==> config.mk <==
export PLATFORM = sky130hd
export DESIGN_NAME = traffic_light_ctrl
export DESIGN_NICKNAME = d
export VERILOG_FILES = /design/src/rtl/traffic_light_ctrl_pkg.sv /design/src/rtl/traffic_light_ctrl_tick_gen.sv /design/src/rtl/traffic_light_ctrl.sv
export SDC_FILE = /design/constraint.sdc
export NUM_CORES = 1
export LEC_CHECK = 0
export CAP_MARGIN = 40
export CORE_UTILIZATION = 50
export CTS_CLUSTER_DIAMETER = 100
export DETAILED_ROUTE_END_ITERATION = 8
export PLACE_DENSITY = 0.78
export SYNTH_ARGS = -nofsm -noshare
export SYNTH_HDL_FRONTEND = slang
export SYNTH_SLANG_ARGS = --single-unit
==> constraint.sdc <==
create_clock -name clk -period 3 [get_ports clk]
set_input_delay 0.45 -clock clk [delete_from_list [all_inputs] [get_ports clk]]
set_output_delay 0.45 -clock clk [all_outputs]
set_load 0.01 [all_outputs]
==> src/rtl/traffic_light_ctrl_pkg.sv <==
// Shared types for the two-approach intersection controller.
// Covers the phase codes, the approach direction codes and the lamp bundle.
package traffic_light_ctrl_pkg;

    typedef enum logic [2:0] {
        ST_NS_GREEN  = 3'd0,
        ST_NS_YELLOW = 3'd1,
        ST_ALL_RED   = 3'd2,
        ST_EW_GREEN  = 3'd3,
        ST_EW_YELLOW = 3'd4,
        ST_PED_WALK  = 3'd5,
        ST_FLASH     = 3'd6
    } state_t;

    typedef enum logic {
        DIR_NS = 1'b0,
        DIR_EW = 1'b1
    } dir_t;

    typedef struct packed {
        logic ns_red;
        logic ns_yellow;
        logic ns_green;
        logic ew_red;
        logic ew_yellow;
        logic ew_green;
        logic walk;
    } lamps_t;

    localparam lamps_t LAMPS_ALL_RED = '{ns_red: 1'b1, ew_red: 1'b1, default: 1'b0};

    function automatic state_t green_of(input dir_t dir);
        return (dir == DIR_EW) ? ST_EW_GREEN : ST_NS_GREEN;
    endfunction

endpackage

==> src/rtl/traffic_light_ctrl_tick_gen.sv <==
// One-cycle tick enable every TICK_DIV clocks; TICK_DIV=1 ticks on every cycle.
module tick_gen #(
    parameter int TICK_DIV = 100_000_000
) (
    input  logic clk,
    input  logic reset,
    output logic tick
);

    localparam int             W    = (TICK_DIV > 1) ? $clog2(TICK_DIV) : 1;
    localparam logic [W-1:0]   LAST = W'(TICK_DIV - 1);

    logic [W-1:0] div_reg;

    always_ff @(posedge clk or negedge reset) begin
        if (!reset) begin
            div_reg <= '0;
        end else if (div_reg == LAST) begin
            div_reg <= '0;
        end else begin
            div_reg <= div_reg + W'(1);
        end
    end

    assign tick = (div_reg == LAST);

endmodule

==> src/rtl/traffic_light_ctrl.sv <==
// NS/EW intersection sequencer with all-red clearance, latched pedestrian walk
// phase and night flash mode; lamps are registered from the next-state decode.
module traffic_light_ctrl
    import traffic_light_ctrl_pkg::*;
#(
    parameter int TICK_DIV     = 100_000_000,
    parameter int GREEN_TICKS  = 4,
    parameter int YELLOW_TICKS = 2,
    parameter int ALLRED_TICKS = 1,
    parameter int PED_TICKS    = 6,
    parameter int CNT_W        = 8
) (
    input  logic       clk,
    input  logic       reset,
    input  logic       ped_req,
    input  logic       flash_mode,
    output logic       ns_red,
    output logic       ns_yellow,
    output logic       ns_green,
    output logic       ew_red,
    output logic       ew_yellow,
    output logic       ew_green,
    output logic       walk,
    output logic       ped_ack,
    output logic [2:0] phase
);

    logic             tick;
    state_t           state_reg, state_next;
    dir_t             next_dir_reg, next_dir_next;
    logic [CNT_W-1:0] cnt_reg, cnt_next;
    logic [CNT_W-1:0] cnt_last;
    logic             ped_pending_reg, ped_pending_next;
    logic             ped_ack_next;
    lamps_t           lamps_reg, lamps_next;
    logic             phase_done;
    logic             ped_enter;

    tick_gen #(.TICK_DIV(TICK_DIV)) u_tick_gen (
        .clk   (clk),
        .reset (reset),
        .tick  (tick)
    );

    always_comb begin
        cnt_last = '0;
        case (state_reg)
            ST_NS_GREEN, ST_EW_GREEN:   cnt_last = CNT_W'(GREEN_TICKS - 1);
            ST_NS_YELLOW, ST_EW_YELLOW: cnt_last = CNT_W'(YELLOW_TICKS - 1);
            ST_ALL_RED:                 cnt_last = CNT_W'(ALLRED_TICKS - 1);
            ST_PED_WALK:                cnt_last = CNT_W'(PED_TICKS - 1);
            default:                    cnt_last = '0;
        endcase
    end

    assign phase_done = tick && (cnt_reg == cnt_last);

    always_comb begin
        state_next    = state_reg;
        next_dir_next = next_dir_reg;
        case (state_reg)
            ST_NS_GREEN:  if (phase_done) state_next = ST_NS_YELLOW;
            ST_NS_YELLOW: if (phase_done) begin
                state_next    = ST_ALL_RED;
                next_dir_next = DIR_EW;
            end
            ST_EW_GREEN:  if (phase_done) state_next = ST_EW_YELLOW;
            ST_EW_YELLOW: if (phase_done) begin
                state_next    = ST_ALL_RED;
                next_dir_next = DIR_NS;
            end
            // Flash beats a waiting pedestrian; the request stays latched through it.
            ST_ALL_RED: if (phase_done) begin
                if (flash_mode)           state_next = ST_FLASH;
                else if (ped_pending_reg) state_next = ST_PED_WALK;
                else                      state_next = green_of(next_dir_reg);
            end
            ST_PED_WALK: if (phase_done) state_next = green_of(next_dir_reg);
            ST_FLASH: if (tick && !flash_mode) begin
                state_next    = ST_ALL_RED;
                next_dir_next = DIR_NS;
            end
            default: state_next = ST_ALL_RED;
        endcase

        cnt_next = cnt_reg;
        if (state_next != state_reg) begin
            cnt_next = '0;
        end else if (tick && state_reg != ST_FLASH) begin
            cnt_next = cnt_reg + CNT_W'(1);
        end

        ped_enter        = (state_next == ST_PED_WALK) && (state_reg != ST_PED_WALK);
        ped_ack_next     = ped_enter;
        ped_pending_next = ped_pending_reg;
        if (ped_enter) begin
            ped_pending_next = 1'b0;
        end else if (ped_req && state_reg != ST_PED_WALK) begin
            ped_pending_next = 1'b1;
        end

        lamps_next = LAMPS_ALL_RED;
        case (state_next)
            ST_NS_GREEN:  begin lamps_next.ns_red = 1'b0; lamps_next.ns_green  = 1'b1; end
            ST_NS_YELLOW: begin lamps_next.ns_red = 1'b0; lamps_next.ns_yellow = 1'b1; end
            ST_EW_GREEN:  begin lamps_next.ew_red = 1'b0; lamps_next.ew_green  = 1'b1; end
            ST_EW_YELLOW: begin lamps_next.ew_red = 1'b0; lamps_next.ew_yellow = 1'b1; end
            ST_PED_WALK:  lamps_next.walk = 1'b1;
            ST_FLASH: begin
                lamps_next = '0;
                if (state_reg != ST_FLASH) begin
                    lamps_next.ns_yellow = 1'b1;
                    lamps_next.ew_red    = 1'b1;
                end else if (tick) begin
                    lamps_next.ns_yellow = ~lamps_reg.ns_yellow;
                    lamps_next.ew_red    = ~lamps_reg.ew_red;
                end else begin
                    lamps_next.ns_yellow = lamps_reg.ns_yellow;
                    lamps_next.ew_red    = lamps_reg.ew_red;
                end
            end
            default: lamps_next = LAMPS_ALL_RED;
        endcase
    end

    always_ff @(posedge clk or negedge reset) begin
        if (!reset) begin
            state_reg       <= ST_ALL_RED;
            next_dir_reg    <= DIR_NS;
            cnt_reg         <= '0;
            ped_pending_reg <= 1'b0;
            ped_ack         <= 1'b0;
            lamps_reg       <= LAMPS_ALL_RED;
        end else begin
            state_reg       <= state_next;
            next_dir_reg    <= next_dir_next;
            cnt_reg         <= cnt_next;
            ped_pending_reg <= ped_pending_next;
            ped_ack         <= ped_ack_next;
            lamps_reg       <= lamps_next;
        end
    end

    assign ns_red    = lamps_reg.ns_red;
    assign ns_yellow = lamps_reg.ns_yellow;
    assign ns_green  = lamps_reg.ns_green;
    assign ew_red    = lamps_reg.ew_red;
    assign ew_yellow = lamps_reg.ew_yellow;
    assign ew_green  = lamps_reg.ew_green;
    assign walk      = lamps_reg.walk;
    assign phase     = state_reg;

endmodule

==> impl_metrics.json <==
{
  "rsz0062_at_grt": "false",
  "clock_latency_ns": 0.30,
  "grt_pass1_vias": 1842,
  "avgSynthCellArea_um2": 9.951,
  "yosys.area.top_type_share_pct": 44.03,
  "holdBufCountCts": 0,
  "power.density_nw_per_um2": 366.7,
  "die_w_um": 73.52,
  "vias": 1988,
  "p_clk_share_pct": 37.8,
  "drive_above_1_share_pct": 12.54,
  "skew_ns": 0.007518,
  "grt_use_total_pct": 19.97,
  "yosysTopAreaCell": "dfrtp_1",
  "drt-wirelength-per-cell_um": 14.21,
  "ys_ff_latch": 48,
  "combinationalPowerShare_pct": 1.8,
  "placed_cell_area_um2": 2819,
  "irDropWorstVdd_mv": 0.1698,
  "min_period_ns": 2.811,
  "finalHoldViolCount": 0,
  "first_pass_iters": 4,
  "hp-class": "input port to async pin",
  "io_pins": 15,
  "p_seq_share_pct": 60.4,
  "cts-root-buf": "clkbuf_8",
  "multi_input_area_um2": 1292,
  "clk_pin_slew_ns": 0.09,
  "fp.dieH_um": 73.52,
  "reg2reg_setup_slack_ns": 0.19,
  "final_util_pct": 60.55,
  "p_total_mw": 1.070,
  "drtIter0Drc": 173,
  "p_switching_uw": 230.6,
  "syn_area_um2": 2557,
  "fillers": 404,
  "fin_tns_setup_ns": 0,
  "hpwl_um": 3504,
  "ant_nets": 0,
  "cts_tree": "yes",
  "seqCellArea_um2": 1205,
  "grt_pass1_wl_um": 8349,
  "rows": 25,
  "critPathKind": "flop to flop",
  "clock_sinks": 48,
  "numPortBuffers": 14,
  "overflow": 0,
  "core-area_um2": 4817,
  "pre_cts_slack_ns": 0.2296,
  "yosys_warnings": 0,
  "antenna_found_initial": 0,
  "crit_path_end_kind": "flop",
  "synth.most_common_cell": "dfrtp_1",
  "drv_slew": 0,
  "p_int_uw": 839.0,
  "avgViaCountPerCell": 5.746,
  "syn_nets": 263,
  "synth-edff-count": 0,
  "cts_max_path_buffers": 2,
  "max-cap-violations": 0,
  "synthArstFlopShare_pct": 100.0,
  "start_util_pct": 53.09,
  "grt_max_degree": 32,
  "largest_register_ffs": 27,
  "ys_top_cells_by_count": "dfrtp_1, nor2_1, xor2_1",
  "design_area_um2": 2917,
  "cts_resized": 0,
  "cts_setup_buffers": 0,
  "setup_ws_ns": 0.1890,
  "gp_congestion": 0.9169,
  "path_max_fanout": 15,
  "ys_seq_area_share_pct": 47.11,
  "synth_ff_type": "dfrtp_1",
  "required_ns": 3.23,
  "die-area_um2": 5405,
  "cp-start-kind": "flop",
  "drc": 0,
  "p_leak_nw": 1.274,
  "switching_share_pct": 21.56,
  "nets": 284,
  "numCtsBuffers": 5,
  "slew-limit-headroom_pct": 61.03,
  "syn_inst": 257,
  "synth.area.top_cells": "dfrtp_1, xor2_1, nor2_1",
  "syn2layout_area_growth_pct": 14.04,
  "fin_crit_sh_pct": 93.70,
  "status": "finished, final reports clean",
  "fmax_ghz": 0.3558,
  "setup_violations": 0,
  "worst_pin_slew_ns": 0.5792,
  "cp.arrival_ns": 3.04,
  "ys_types": 55,
  "diodes": 0,
  "drt_wl_total_um": 4917,
  "cts_max_level": 2
}
stage by stage:
stage | cells | hold WS [ns]
finish | 346 | 0.06292
global route | 346 | 0.08430
CTS | 346 | 0.07146
detailed placement | 338 | 0.3968
global placement | 337 | 0.4712
floorplan | 257 | 0.1544
final cells by class:
class | count | share of cell area, %
clock buffer | 6 | 2.831
clock inverter | 2 | 0.5148
inverter | 6 | 0.7722
multi-input combinational | 194 | 44.32
sequential | 48 | 41.31
timing repair buffer | 23 | 7.379
tap | 67 | 2.874
power by group through the flow:
stage | combinational [mW] | clock, mW | sequential (mW)
floorplan | 0.000564 | 0 | 0.659
global placement | 0.0171 | 0 | 0.659
detailed placement | 0.0204 | 0 | 0.659
CTS | 0.0204 | 0.411 | 0.647
global route | 0.0225 | 0.436 | 0.647
finish | 0.0192 | 0.404 | 0.647
routing by layer:
layer / GRT usage, % / up-vias / wire (µm)
met1: 25.75 / 958 / 2263
met3: 3.978 / 13 / 231
met4: 8.547 / 0 / 109
met5: 0 / - / 0
li1: - / 962 / -
met2: 32.62 / 55 / 2314
kinds of logic after synthesis:
logic type	after synthesis	share of synthesized area, %
and+or+nand+nor	129	27.64
DFF	48	47.11
xor gates and xnor gates	33	11.30
AOI/OAI and AO/OA	28	9.638
buffers and inverters	15	2.544
muxes	2	0.7828
adders and majority gates	2	0.9783
worst paths after layout:
| path | startpoint | cells after the start | to |
|---|---|---|---|
| worst max-delay path | phase[1] | 7 | ew_red |
| worst min-delay path | reset | 1 | ew_yellow |
| worst max register to register | phase[1] | 7 | ew_red |
| worst min register to register | u_tick_gen.div_reg[0] | 1 | u_tick_gen.div_reg[0] |
| max in group asynchronous | reset | 2 | phase[1] |
| min in group clk | u_tick_gen.div_reg[0] | 1 | u_tick_gen.div_reg[0] |
layout by cell type, fill, tap and decap left out, types with 2 or more instances in the layout:
| cell type | n |
|---|---|
| a21oi_1 | 4 |
| ha_1 | 2 |
| nand4_1 | 13 |
| clkinvlp_4 | 2 |
| clkdlybuf4s50_1 | 13 |
| or4_1 | 2 |
| xor2_1 | 21 |
| mux2i_1 | 2 |
| and2_1 | 2 |
| and4bb_1 | 2 |
| nand2b_1 | 2 |
| nand3_1 | 13 |
| o211ai_2 | 2 |
| o21ai_0 | 2 |
| clkbuf_8 | 6 |
| nor2b_1 | 2 |
| o211ai_1 | 2 |
| buf_4 | 8 |
| nor3_1 | 16 |
| dfrtp_1 | 45 |
| nand2_1 | 19 |
| nor4_1 | 3 |
| nor3_2 | 2 |
| o21bai_1 | 2 |
| and4_1 | 4 |
| inv_2 | 2 |
| dfstp_2 | 3 |
| and3_1 | 8 |
| xnor2_1 | 12 |
| nand3b_1 | 3 |
| nor2_1 | 30 |
| inv_1 | 4 |
| nor4b_1 | 2 |
critical path, stage by stage, from the launching register on:
cell and delay, ns:
dfstp_2 0.70, inv_2 0.06, or3_4 0.40, a211oi_4 0.39
and3_1 0.37, o32ai_2 0.19, or4b_4 0.51, o311a_1 0.12
(Power assumes the default switching activity.)
